**src/rtl/addr_defines.sv**
```systemverilog
// Ethernet peripheral slave register map addresses.
// Shared by every block that talks to the peripheral over AXI.
`ifndef ADDR_DEFINES_SV
`define ADDR_DEFINES_SV

`define ETHERNET_RX_DATA        32'h4000_0100
`define ETHERNET_RX_DATA_COUNT  32'h4000_0104

`endif

```
**src/rtl/eth_pkg.sv**
```systemverilog
// Shared types and defaults for the ethernet RX fetch path.
//  - fetch_state_t : fetch FSM state encoding
//  - MAX_COUNT_DEF : data count value meaning "invalid frame"
//  - TIMEOUT_DEF   : cycles allowed between a request and its response
//  - rlast_mismatch: true when rlast disagrees with the expected last beat
package eth_pkg;

  typedef enum logic [2:0] {
    ST_IDLE   = 3'd0,
    ST_CNT_AR = 3'd1,
    ST_CNT_R  = 3'd2,
    ST_DAT_AR = 3'd3,
    ST_DAT_R  = 3'd4
  } fetch_state_t;

  localparam logic [15:0] MAX_COUNT_DEF = 16'h1FFF;
  localparam int          TIMEOUT_DEF   = 1024;

  // rlast must be high exactly on the final beat of the burst.
  function automatic logic rlast_mismatch(input logic rlast, input logic at_end);
    return rlast ^ at_end;
  endfunction

endpackage

```
**src/rtl/eth_skid_buf.sv**
```systemverilog
// Two-entry skid buffer with valid/ready on both sides.
// Ports:
//  clk, rst              clock, asynchronous active-high reset (flushes)
//  in_valid/in_ready     upstream handshake; in_ready = not full
//  in_data [W]           upstream word
//  out_valid/out_ready   downstream handshake; out_valid = not empty
//  out_data [W]          downstream word, held stable while stalled
// Output is taken straight from storage registers, so a word pushed on
// one edge is visible the following cycle and a full-rate stream has no
// bubbles (occupancy never exceeds one while out_ready stays high).
module eth_skid_buf #(
  parameter int W = 33
) (
  input  logic         clk,
  input  logic         rst,
  input  logic         in_valid,
  output logic         in_ready,
  input  logic [W-1:0] in_data,
  output logic         out_valid,
  input  logic         out_ready,
  output logic [W-1:0] out_data
);

  logic [W-1:0] mem_r [2];
  logic         wr_ptr_r;
  logic         rd_ptr_r;
  logic [1:0]   count_r;
  logic         push_s;
  logic         pop_s;

  assign in_ready  = (count_r != 2'd2);
  assign out_valid = (count_r != 2'd0);
  assign out_data  = mem_r[rd_ptr_r];
  assign push_s    = in_valid & in_ready;
  assign pop_s     = out_valid & out_ready;

  // Storage, pointers and occupancy.
  always_ff @(posedge clk or posedge rst) begin
    if (rst) begin
      mem_r[0] <= '0;
      mem_r[1] <= '0;
      wr_ptr_r <= 1'b0;
      rd_ptr_r <= 1'b0;
      count_r  <= 2'd0;
    end else begin
      if (push_s) begin
        mem_r[wr_ptr_r] <= in_data;
        wr_ptr_r        <= ~wr_ptr_r;
      end
      if (pop_s) begin
        rd_ptr_r <= ~rd_ptr_r;
      end
      case ({push_s, pop_s})
        2'b10:   count_r <= count_r + 2'd1;
        2'b01:   count_r <= count_r - 2'd1;
        default: count_r <= count_r;
      endcase
    end
  end

endmodule

```
**src/rtl/eth_rx_fetch_master.sv**
```systemverilog
// AXI read initiator draining received frames from the ethernet peripheral.
// On rx_ready_int it reads the RX data count register, then bursts the
// frame out of the RX data register and streams it through a skid buffer.
// Ports:
//  clk_100_mhz, rst          clock, asynchronous active-high reset
//  rx_ready_int              frame-ready level, sampled only in IDLE
//  axi_ar* / axi_r*          AXI read address / read data channels
//  out_data/valid/last/ready frame word stream (last = final word)
//  frame_len                 word count of current/last frame (count+1)
//  frame_done                pulse: last word of frame entered the buffer
//  fetch_err                 pulse: timeout or misplaced rlast
`ifndef ETHERNET_RX_DATA
`include "addr_defines.sv"
`endif

module eth_rx_fetch_master
  import eth_pkg::*;
#(
  parameter int          ADDR_W    = 32,
  parameter int          DATA_W    = 32,
  parameter logic [15:0] MAX_COUNT = MAX_COUNT_DEF,
  parameter int          TIMEOUT   = TIMEOUT_DEF
) (
  input  logic              clk_100_mhz,
  input  logic              rst,
  input  logic              rx_ready_int,
  output logic [ADDR_W-1:0] axi_araddr,
  output logic              axi_arvalid,
  input  logic              axi_arready,
  input  logic [DATA_W-1:0] axi_rdata,
  input  logic              axi_rvalid,
  input  logic              axi_rlast,
  output logic              axi_rready,
  output logic [DATA_W-1:0] out_data,
  output logic              out_valid,
  output logic              out_last,
  input  logic              out_ready,
  output logic [15:0]       frame_len,
  output logic              frame_done,
  output logic              fetch_err
);

  localparam int TW = $clog2(TIMEOUT) + 1;

  fetch_state_t      state_r;
  fetch_state_t      state_s;
  logic [TW-1:0]     timer_r;
  logic [15:0]       cnt_r;
  logic [15:0]       beat_r;
  logic [15:0]       frame_len_r;
  logic              frame_done_r;
  logic              fetch_err_r;
  logic              frame_err_r;

  logic              arvalid_s;
  logic [ADDR_W-1:0] araddr_s;
  logic              rready_s;
  logic              push_s;
  logic              hs_s;
  logic              abort_s;
  logic              cnt_load_s;
  logic              len_load_s;
  logic              beat_clr_s;
  logic              done_s;
  logic              rlast_err_s;
  logic              timer_limit_s;
  logic              at_end_s;
  logic              skid_in_ready_s;
  logic [DATA_W:0]   skid_out_s;

  assign timer_limit_s = (timer_r == TW'(TIMEOUT - 1));
  assign at_end_s      = (beat_r == cnt_r);

  // Next state and AXI request signals; a handshake always wins over a timeout.
  always_comb begin
    state_s     = state_r;
    arvalid_s   = 1'b0;
    araddr_s    = '0;
    rready_s    = 1'b0;
    push_s      = 1'b0;
    hs_s        = 1'b0;
    abort_s     = 1'b0;
    cnt_load_s  = 1'b0;
    len_load_s  = 1'b0;
    beat_clr_s  = 1'b0;
    done_s      = 1'b0;
    rlast_err_s = 1'b0;
    case (state_r)
      ST_IDLE: begin
        if (rx_ready_int) begin
          state_s = ST_CNT_AR;
        end else begin
          state_s = ST_IDLE;
        end
      end
      ST_CNT_AR: begin
        arvalid_s = 1'b1;
        araddr_s  = ADDR_W'(`ETHERNET_RX_DATA_COUNT);
        if (axi_arready) begin
          hs_s    = 1'b1;
          state_s = ST_CNT_R;
        end else if (timer_limit_s) begin
          abort_s = 1'b1;
          state_s = ST_IDLE;
        end else begin
          state_s = ST_CNT_AR;
        end
      end
      ST_CNT_R: begin
        rready_s = 1'b1;
        if (axi_rvalid) begin
          hs_s       = 1'b1;
          cnt_load_s = 1'b1;
          // Invalid frame: the peripheral discards it on its own.
          if (axi_rdata[15:0] == MAX_COUNT) begin
            state_s = ST_IDLE;
          end else begin
            len_load_s = 1'b1;
            state_s    = ST_DAT_AR;
          end
        end else if (timer_limit_s) begin
          abort_s = 1'b1;
          state_s = ST_IDLE;
        end else begin
          state_s = ST_CNT_R;
        end
      end
      ST_DAT_AR: begin
        arvalid_s = 1'b1;
        araddr_s  = ADDR_W'(`ETHERNET_RX_DATA);
        if (axi_arready) begin
          hs_s       = 1'b1;
          beat_clr_s = 1'b1;
          state_s    = ST_DAT_R;
        end else if (timer_limit_s) begin
          abort_s = 1'b1;
          state_s = ST_IDLE;
        end else begin
          state_s = ST_DAT_AR;
        end
      end
      ST_DAT_R: begin
        rready_s = skid_in_ready_s;
        if (axi_rvalid && skid_in_ready_s) begin
          hs_s   = 1'b1;
          push_s = 1'b1;
          // One error pulse per frame, however many beats disagree with rlast.
          if (rlast_mismatch(axi_rlast, at_end_s) && !frame_err_r) begin
            rlast_err_s = 1'b1;
          end else begin
            rlast_err_s = 1'b0;
          end
          // Frame length comes from the count, not from rlast.
          if (at_end_s) begin
            done_s  = 1'b1;
            state_s = ST_IDLE;
          end else begin
            state_s = ST_DAT_R;
          end
        end else if (timer_limit_s) begin
          abort_s = 1'b1;
          state_s = ST_IDLE;
        end else begin
          state_s = ST_DAT_R;
        end
      end
      default: begin
        state_s = ST_IDLE;
      end
    endcase
  end

  // FSM state, timeout counter, count/beat bookkeeping and status pulses.
  always_ff @(posedge clk_100_mhz or posedge rst) begin
    if (rst) begin
      state_r      <= ST_IDLE;
      timer_r      <= '0;
      cnt_r        <= 16'd0;
      beat_r       <= 16'd0;
      frame_len_r  <= 16'd0;
      frame_done_r <= 1'b0;
      fetch_err_r  <= 1'b0;
      frame_err_r  <= 1'b0;
    end else begin
      state_r <= state_s;
      if ((state_r == ST_IDLE) || hs_s || abort_s) begin
        timer_r <= '0;
      end else begin
        timer_r <= timer_r + TW'(1);
      end
      if (cnt_load_s) begin
        cnt_r <= axi_rdata[15:0];
      end
      if (len_load_s) begin
        frame_len_r <= axi_rdata[15:0] + 16'd1;
      end
      if (beat_clr_s) begin
        beat_r      <= 16'd0;
        frame_err_r <= 1'b0;
      end else if (push_s) begin
        beat_r <= beat_r + 16'd1;
        if (rlast_err_s) begin
          frame_err_r <= 1'b1;
        end
      end
      frame_done_r <= done_s;
      fetch_err_r  <= abort_s | rlast_err_s;
    end
  end

  eth_skid_buf #(
    .W (DATA_W + 1)
  ) u_skid (
    .clk       (clk_100_mhz),
    .rst       (rst),
    .in_valid  (push_s),
    .in_ready  (skid_in_ready_s),
    .in_data   ({axi_rdata, at_end_s}),
    .out_valid (out_valid),
    .out_ready (out_ready),
    .out_data  (skid_out_s)
  );

  assign axi_arvalid = arvalid_s;
  assign axi_araddr  = araddr_s;
  assign axi_rready  = rready_s;
  assign out_data    = skid_out_s[DATA_W:1];
  assign out_last    = skid_out_s[0];
  assign frame_len   = frame_len_r;
  assign frame_done  = frame_done_r;
  assign fetch_err   = fetch_err_r;

endmodule

```
**config.mk**
```make
export PLATFORM = sky130hd
export DESIGN_NAME = eth_rx_fetch_master
export DESIGN_NICKNAME = d
export VERILOG_FILES = /design/src/rtl/eth_pkg.sv /design/src/rtl/eth_skid_buf.sv /design/src/rtl/eth_rx_fetch_master.sv
export VERILOG_INCLUDE_DIRS = /design/src /design/src/rtl
export SDC_FILE = /design/constraint.sdc
export NUM_CORES = 1
export LEC_CHECK = 0
export CORE_MARGIN = 2
export CORE_UTILIZATION = 30
export DETAILED_ROUTE_END_ITERATION = 8
export PLACE_DENSITY = 0.55
export SYNTH_ARGS = -nofsm -noshare
export SYNTH_HDL_FRONTEND = slang
export SYNTH_SLANG_ARGS = --single-unit
```
**constraint.sdc**
```tcl
create_clock -name clk_100_mhz -period 6 [get_ports clk_100_mhz]
set_input_delay 1.2 -clock clk_100_mhz [delete_from_list [all_inputs] [get_ports clk_100_mhz]]
set_output_delay 1.2 -clock clk_100_mhz [all_outputs]
set_load 0.1 [all_outputs]
```
== After elaboration in Yosys (flattened, before gate mapping) ==
Index checks and enable logic that the tools add are counted.
Operators by class
  add/sub/neg operators: 5
  equality and inequality tests: 10
  bitwise logic cells: 8
  order comparisons: 3
  multiplexer cells: 49
  reductions and logical operators: 13
Operators with widths (number)
  $mux 33: 4
  $bwmux 66: 1
  $pmux 31 s2: 1
  $demux 33 s1: 1
  $add 16x1->16 const B: 2
  $mux 16: 2
  $mux 1: 25
  $eq 16x13->1 const B: 1
  $eq 16x16->1: 1
  $mux 3: 5
  $pmux 3 s5: 1
  $add 11x1->11 const B: 1
  $eq 11x10->1 const B: 1
  $mux 11: 1
  $mux 2: 4
  $reduce_bool 2->1: 4
  $eq 3x2->1 const B: 2
  $pmux 1 s3: 2
  $ge 2x2->1 const B: 2
  $not 1->2: 2
  $pmux 2 s2: 1
  $eq 3x1->1 const B: 1
  $eq 3x3->1 const B: 1
  $logic_and 1x1->1: 3
  16 further kinds: 19
Word-level totals
  bits in registers: 135
  bits of input ports: 39

== Logic depth before layout (Yosys ltp) ==
Gate-level depths: netlist of run 1.
  depth after elaboration: 9
  gate-level depth with buffers: 9
  depth with buffers taken out: 7

== By module ==
From an unflattened synthesis of run 1, not the netlist that was laid out.
Second synthesis, totals
  cell total of the unflattened synthesis: 554
  area total of the unflattened synthesis: 6755.2 um2
Modules (own cells, without submodules)
  eth_rx_fetch_master: cells an instance 360, times used 1, seq. area each 1626.6 um2, area each 3547.2 um2
  eth_skid_buf: cells an instance 194, times used 1, seq. area each 1751.7 um2, area each 3208.1 um2

== Least setup slack after synthesis of run 1 ==
OpenSTA, ideal clock, no wires.
  path type: reg2out
  start point: register u_skid.rd_ptr_r
  end point: output out_last
  required time: 4.800 ns
  setup slack: 1.893 ns
  arrival: 2.907 ns
  buffers on the path: 2
  stages on the path, launching flop included: 4
  cells stage by stage: dfrtp_1 > clkbuf_1 > buf_1 > o21ai_0
Between the ends
  longest elaborated chain between the ends: 4
Ends and longest elaborated chain
  start: declaration: line eth_skid_buf.sv:26  | logic rd_ptr_r;
  start signal: assignment: line eth_skid_buf.sv:51  | rd_ptr_r <= ~rd_ptr_r;
  $not 1->2 (implied by the code): line eth_skid_buf.sv:33  | assign out_data = mem_r[rd_ptr_r];
  $mux 33 (implied by the code) (3 in a row): line eth_skid_buf.sv:33
  end: declaration: line eth_rx_fetch_master.sv:36  | output logic out_last,
No other way between the ends. The select of a mux whose other input is x is not followed.

== Final worst setup path of run 1 ==
  start point: register u_skid.rd_ptr_r
  end point: output out_data[11]
Between the ends
  longest elaborated chain between the ends: 4
Ends and longest elaborated chain
  $not 1->2 (implied by the code): line eth_skid_buf.sv:33
  $mux 33 (implied by the code) (3 in a row): line eth_skid_buf.sv:33
  end: declaration: line eth_rx_fetch_master.sv:34  | output logic [DATA_W-1:0] out_data,
No other way between the ends. The select of a mux whose other input is x is not followed.

==> results.md, run 1 <==
* Layout filler cell count at 2201
* Seq/Total Area, Yosys at 0.488
* Hpwl dp at 10100 microns
* Synth Area in Compound Gates at 0.0358
* R2R Path End: frame_len[1]
* Dominant synthesized flop cell: dfrtp_1
* Max VDD drop at 0.361 mV
* Design Power at 0.00506 W
* Final setup violation count at 0
* Worst Setup EP: out_data[11]
* DR DRC count at 0
* Crit share post-route at 0.673
* DRT iter0 DRCs at 200
* Register bit count reported by yosys at 135
* Cts bufs inserted at 17
* Grt ovf at 0
* FP Rows at between 50 and 60
* RSZ-0062 raised after global routing: no
* Share of layout cells above drive strength 1 at 0.202
* Die height at between 150 and 200 microns
* Slew @ Worst Pin at 1.00 ns
* Crit path DAT at 2.84 ns
* Hold Fails Final Rpt at 0
* DR vias at 4418
* Reg2Reg Setup Slack at between 3 and 4 ns
* Placed Cells at between 900 and 1000
* Hold/Removal Path Class: reg -> reg
* Antenna violations before repair at 0
* Inserted Diodes at 0
* EDFF count, synth at 0
* Postcts setup bufs at 0
* Worst clock skew at 0.0108 ns
* Total wire length at 15300 microns
* I/O Pins at 125
* PwrDens at 589 nW/um^2
* Vias in the first global route at 4540
* Mux share of post-synthesis cell area at 0.190
* Largest net degree at the start of global routing at 104
* Ys async rst share at 1.00
* Root Buffer Master: clkbuf_16
* CTS H-tree lvls at 4
* Worst Path Required at 4.80 ns
* Worst Path Max Fanout at 35
* Cts repair resizes at 0
* Count of pins over their slew limit at 0
* Port Buffers at 95
* CTS max path bufs at 2
* Max-Cap Viols at 0
* Die Width at 156 microns
* Core area at 22600 sq um
* Post-Synth XOR/XNOR Area at 0.0708
* Clk sinks at 135
* Reg-to-Reg Start: state_r[1]
* Post-synthesis adder-cell area fraction at 0.00723
* Hold buffer count at cts at 0
* Synth Cell Area at 6920 sq um
* Startpoint types: flip-flop
* Fin crit period at about 4 ns
* Mapped Avg Cell Area at 11.5 sq um
* Die ar. at 24300 sq um
* Clock transition at the registers of the reported paths at about 0.060 ns
* GRT Overall Usage at 0.132
* Setup crit end kind: output pin
* Largest family of logic cells by synthesized area: multiplexers
* Static Leak at 3.97 nW
* Seq. cell area at ~3400 sq um
* CTS tree: built
* Syn Inst Count at 600
* Outcome: completed
* Fin util at 0.380
* Slew headroom at 0.330
* Initial Util at 0.306
* Setup CP Type: reg -> out
* Final Wtd Congestion at 0.748
* First drt pass iteration count at 4
* Avg WL per Cell at 15.6 microns
* F_max at between 0.2 and 0.25 GHz
* Simple-Gate Fraction of Synth Area at 0.138
* Layout area overhead at 24.1%
* Vias/cell at 4.49
* Final ANT Viol Nets at 0
* Multi-input logic area at 3170 sq um
* Global-route wire length before repair at 24800 microns
* Worst skew pair latency at 0.41 ns
* R2R depth at 4
* Post-synth cell types at 52
* Yosys synthesis warning count at 0
* Post-route non-filler standard cell count at 983
* Worst setup path startpoint: u_skid.rd_ptr_r
* Nets at 729
* Final setup TNS at 0 ns
-- registers in the layout, summed over array words and instances (netlist names) --
register and cells:
u_skid.rd_ptr_r 1, timer_r 11, u_skid.wr_ptr_r 1, state_r 3, beat_r 16, frame_len 16, frame_done 1, frame_err_r 1
u_skid.mem_r 66, u_skid.count_r 2, cnt_r 16, fetch_err 1
-- stage by stage --
stage                     hold slack [ns]  worst slack, ns  cell area [sq um]
final                               0.464             1.96               8590
after global routing                0.494             1.84               8590
after CTS                           0.472             1.92               8590
after detailed placement            0.464             2.14               7920
after global placement              0.460             2.15               7920
after floorplan                     0.423             1.19               7030
-- logic make-up after synthesis --
| family | after synthesis |
|---|---|
| fa+ha+maj | 4 |
| xor+xnor | 56 |
| buf+inv | 70 |
| mux | 99 |
| flops | 135 |
| simple gates | 194 |
| other cells | 1 |
| compound gates | 41 |
-- worst max-delay path: stages (launching register included) --
cell	delay, ns
dfrtp_2	0.94
mux2_2	0.33
clkdlybuf4s50_1	1.13
-- layout make-up --
type,count,share of cell area
inverters,12,0.00612
clock buffers,23,0.0556
repair buffers,97,0.112
well taps,285,0.0415
multi-input cells,423,0.369
flip-flops and latches,135,0.393
clock inverters,8,0.0224
-- layout by cell type, fill, tap and decap left out, types with 2 or more instances in the layout --
master / netlist / layout
nand2_1: 73 / 73
mux2i_1: 3 / 3
xnor2_1: 27 / 27
mux2_4: 55 / 55
and3_1: 6 / 6
conb_1: 1 / 29
nand4_1: 6 / 6
nor4_1: 7 / 7
o22ai_1: 3 / 3
o21ai_0: 8 / 8
nor3_1: 19 / 19
a21oi_1: 19 / 19
inv_1: 11 / 10
nor2_1: 43 / 43
buf_4: 31 / 2
clkbuf_1: 8 / 3
ha_1: 4 / 4
mux2_2: 41 / 41
and2_1: 4 / 4
nand2b_1: 3 / 3
nand3_1: 15 / 15
a31oi_1: 4 / 4
clkbuf_16: 0 / 17
dfrtp_1: 135 / 134
clkbuf_8: 0 / 3
bufinv_16: 0 / 6
clkdlybuf4s50_1: 0 / 95
and4_1: 5 / 5
xor2_1: 29 / 29
-- routing by layer --
metal / vias up / GRT usage / part of all wire
met2: 98 / 0.199 / 0.45
li1: 2137 / - / -
met3: 4 / 0.0386 / 0.045
met4: 0 / 0.0315 / 0.0051
met5: - / 0 / 0
met1: 2179 / 0.187 / 0.50
-- report_power, final --
group,internal (W),switching [W]
clock network,0.000811,0.000387
logic,0.000721,0.00173
registers,0.00117,0.000234
total,0.00270,0.00236
-- cell usage after synthesis, types with 4 or more instances --
| cell type | count | area [sq um] |
|---|---|---|
| dfrtp_1 | 135 | 3380 |
| a21oi_1 | 19 | 95.1 |
| a31oi_1 | 4 | 25.0 |
| xnor2_1 | 27 | 236 |
| nand2_1 | 73 | 274 |
| o21ai_0 | 8 | 40.0 |
| nand4_1 | 6 | 37.5 |
| xor2_1 | 29 | 254 |
| clkbuf_1 | 8 | 30.0 |
| nor4_1 | 7 | 43.8 |
| ha_1 | 4 | 50.1 |
| and3_1 | 6 | 37.5 |
| and2_1 | 4 | 25.0 |
| inv_1 | 11 | 41.3 |
| mux2_4 | 55 | 826 |
| nor2_1 | 43 | 161 |
| buf_2 | 8 | 40.0 |
| and4_1 | 5 | 43.8 |
| buf_6 | 5 | 56.3 |
| buf_4 | 31 | 233 |
| mux2_2 | 41 | 462 |
| nand3_1 | 15 | 75.1 |
| nor3_1 | 19 | 95.1 |
-- worst min path at each step --
stage	from	to	slack [ns]	cells past startpoint
finish	frame_err_r	fetch_err	0.46	1
global route	frame_err_r	fetch_err	0.49	1
CTS	frame_err_r	fetch_err	0.47	1
detailed placement	frame_err_r	fetch_err	0.46	1
global placement	u_skid.mem_r[15]	u_skid.mem_r[15]	0.46	2
floorplan	frame_err_r	fetch_err	0.42	1
Power figures use the tool's default switching activity.
==> run 2, diff against run 1 <==
PLACE_DENSITY = 0.56   (was 0.55)
clock period = 3.7 ns   (was 6 ns; I/O delays follow)
==> run 2 against run 1 <==
Critical path type unchanged. Wire length grew 3.0%. Via count grew 1.1%. First-iteration DRC count grew 27%. Global-route usage grew 0.44 points. Largest cell class unchanged. Count of clock-buffer cells in the layout grew 1. Register-to-register slack lost 2.0 ns. Critical endpoint is now out_valid. Power grew 57%.
==> results.md, run 2 (synthesized netlist as in run 1, its figures left out) <==
* Outcome: completed (unchanged)
* Nets at 741 (was 729)
* Slowest cell on crit path: clkdlybuf4s50_1 (unchanged)
* Hold/Removal Path Class: reg -> reg (unchanged)
* Largest register FFs at 66 (unchanged)
* DR DRC count at 0 (unchanged)
* Die ar. at 24300 sq um (unchanged)
* Crit share post-route at 0.777
* Hold Crit Depth at 1 (unchanged)
* Worst Path Required at 2.96 ns (was 4.80 ns)
* I/O Pins at 125 (unchanged)
* Switching pwr at 0.00385 W (was 0.00236 W)
* F_max at 0.348 GHz
* Reg2Reg Setup Slack at 1.42 ns (was 3.45 ns)
* Grt ovf at 0 (unchanged)
* Design Power at 0.00793 W (was 0.00506 W)
* Final Wtd Congestion at 0.729 (was 0.748)
* DR vias at 4465 (was 4418)
* Clk sinks at 135 (unchanged)
* GRT Overall Usage at 0.137 (was 0.132)
* Max VDD drop at 0.542 mV (was 0.361 mV)
* Static Leak at 4.06 nW (was 3.97 nW)
* Vias/cell at 4.48 (was 4.49)
* Final setup TNS at 0 ns (unchanged)
* Cts repair resizes at 0 (unchanged)
* Leading cell types in the layout, fill and taps excluded: dfrtp_1, nand2_1, clkdlybuf4s50_1 (was dfrtp_1, clkdlybuf4s50_1, nand2_1)
* Root Buffer Master: clkbuf_16 (unchanged)
* Post-route worst setup slack at 0.825 ns (was 1.96 ns)
* WL met1 at 7940 microns (was 7650 microns)
* Top reg by flops: u_skid.mem_r (unchanged)
* CP cell instances: or2_2, clkdlybuf4s50_1 (was mux2_2, clkdlybuf4s50_1)
* Die Width at 156 microns (unchanged)
* Setup CP Type: reg -> out (unchanged)
* Min-delay src: frame_err_r (unchanged)
* Worst clock skew at 0.0128 ns (was 0.0108 ns)
* Crit path DAT at 2.13 ns (was 2.84 ns)
* Setup crit end kind: output pin (unchanged)
* Avg WL per Cell at 15.8 microns (was 15.6 microns)
* Final ANT Viol Nets at 0 (unchanged)
* Clock share of power at 0.214 (was 0.237)
* Worst Path Max Fanout at 4 (was 35)
* Seq pwr share at 0.289 (was 0.278)
* FP Rows at 55 (unchanged)
* First drt pass iteration count at 4 (unchanged)
* Reg-to-Reg Start: state_r[2] (was state_r[1])
* PwrDens at 929 nW/um^2 (was 589 nW/um^2)
* Max-Cap Viols at 0 (unchanged)
* Fin crit period at 2.87 ns
* Global-route wire length before repair at 25600 microns (was 24800 microns)
* Share of layout cells above drive strength 1 at 0.270 (was 0.202)
* Inserted Diodes at 0 (unchanged)
* R2R depth at 6 (was 4)
* Wire length on met2 at 7000 microns (was 6900 microns)
* CTS H-tree lvls at 4 (unchanged)
* Combinational power share at 0.497 (was 0.485)
* Layout area overhead at 23.3% (was 24.1%)
* WL met3 at 748 microns (was 685 microns)
* CTS max path bufs at 2 (unchanged)
* Largest net degree at the start of global routing at 55 (was 104)
* Vias in the first global route at 4532 (was 4540)
* Slew @ Worst Pin at 0.982 ns (was 1.00 ns)
* Cts bufs inserted at 17 (unchanged)
* Core area at 22600 sq um (unchanged)
* Clock transition at the registers of the reported paths at 0.06 ns (about the same)
* DRT iter0 DRCs at 254 (was 200)
* Worst skew pair latency at 0.42 ns (was 0.41 ns)
* Crit path largest cell delay at 0.97 ns (was 1.13 ns)
* R2R Path End: u_skid.mem_r[50] (was frame_len[1])
* Count of pins over their slew limit at 0 (unchanged)
* Hold Fails Final Rpt at 0 (unchanged)
* Slew headroom at 0.343 (was 0.330)
* Postcts setup bufs at 0 (unchanged)
* Most common cell after layout, fill and taps aside: dfrtp_1 (unchanged)
* Die height at 156 microns (unchanged)
* Antenna violations before repair at 0 (unchanged)
* Initial Util at 0.306 (unchanged)
* Final setup violation count at 0 (unchanged)
* Total wire length at 15800 microns (was 15300 microns)
* CTS tree: built (unchanged)
* Hold Path Sink: fetch_err (unchanged)
* RSZ-0062 raised after global routing: no (unchanged)
* Startpoint types: flip-flop (unchanged)
* Hold buffer count at cts at 0 (unchanged)
* Switching share of power at 0.485 (was 0.466)
* Hpwl dp at 10800 microns (was 10100 microns)
* Internal power at 0.00408 W (was 0.00270 W)
* DP Worst Slack at 0.554 ns (was 2.14 ns)
* Port Buffers at 95 (unchanged)
* Top routing layer in use: met4 (unchanged)
run 2: cell count changes in the layout (fill, tap and decap cells not counted), sizes merged:
cell,delta
clkdlybuf4s50,-38
clkinvlp,+2
buf,+50
clkinv,+3
bufinv,-4
inv,-1
clkbuf,+1
run 2: worst max-delay path: cells and delay by family (launching register included):
family	cells	cell delay [ns]
buf+inv	1	0.97
flops	1	0.42
simple gates	1	0.33
run 2: per-layer routing:
metal / track usage / vias to the layer above
li1: - / 2163
met1: 0.197 / 2197
met2: 0.198 / 98
met3: 0.0419 / 7
met4: 0.0367 / 0
met5: 0 / -
run 2: cell type report:
type	count	area [sq um]
Tap cell	285	357
Sequential cell	135	3380
Timing Repair Buffer	109	998
Clock inverter	8	95.1
Multi-Input combinational cell	423	3170
Clock buffer	24	492
Fill cell	2198	14100
Inverter	12	51.3
run 2: worst max-delay path by stage:
| stage | startpoint | endpoint | slack [ns] | depth (start not counted) |
|---|---|---|---|---|
| finish | u_skid.count_r[0] | out_valid | 0.83 | 2 |
| global route | u_skid.count_r[0] | out_valid | 0.74 | 2 |
| CTS | u_skid.count_r[0] | out_valid | 0.79 | 2 |
| detailed placement | axi_rvalid | u_skid.mem_r[40] | 0.55 | 7 |
| global placement | axi_rvalid | u_skid.mem_r[45] | 0.60 | 7 |
| floorplan | u_skid.rd_ptr_r | out_last | 0.05 | 3 |
run 2: power groups by stage:
stage          logic (W)  registers (W)  clock network (W)
3_5_place_dp     0.00397        0.00231                  0
6_report         0.00394        0.00229            0.00170
4_1_cts          0.00397        0.00230            0.00174
5_1_grt          0.00414        0.00236            0.00182
2_1_floorplan    0.00276        0.00274                  0
3_3_place_gp     0.00394        0.00231                  0
run 2: per-stage QoR:
stage	utilization	cell area (sq um)	hold slack [ns]	std cells
4_1_cts	0.377	8540	0.474	996
6_report	0.377	8540	0.468	996
5_1_grt	0.377	8540	0.512	996
2_1_floorplan	-	7030	0.423	628
3_5_place_dp	0.351	7950	0.465	964
3_3_place_gp	0.351	7950	0.465	964
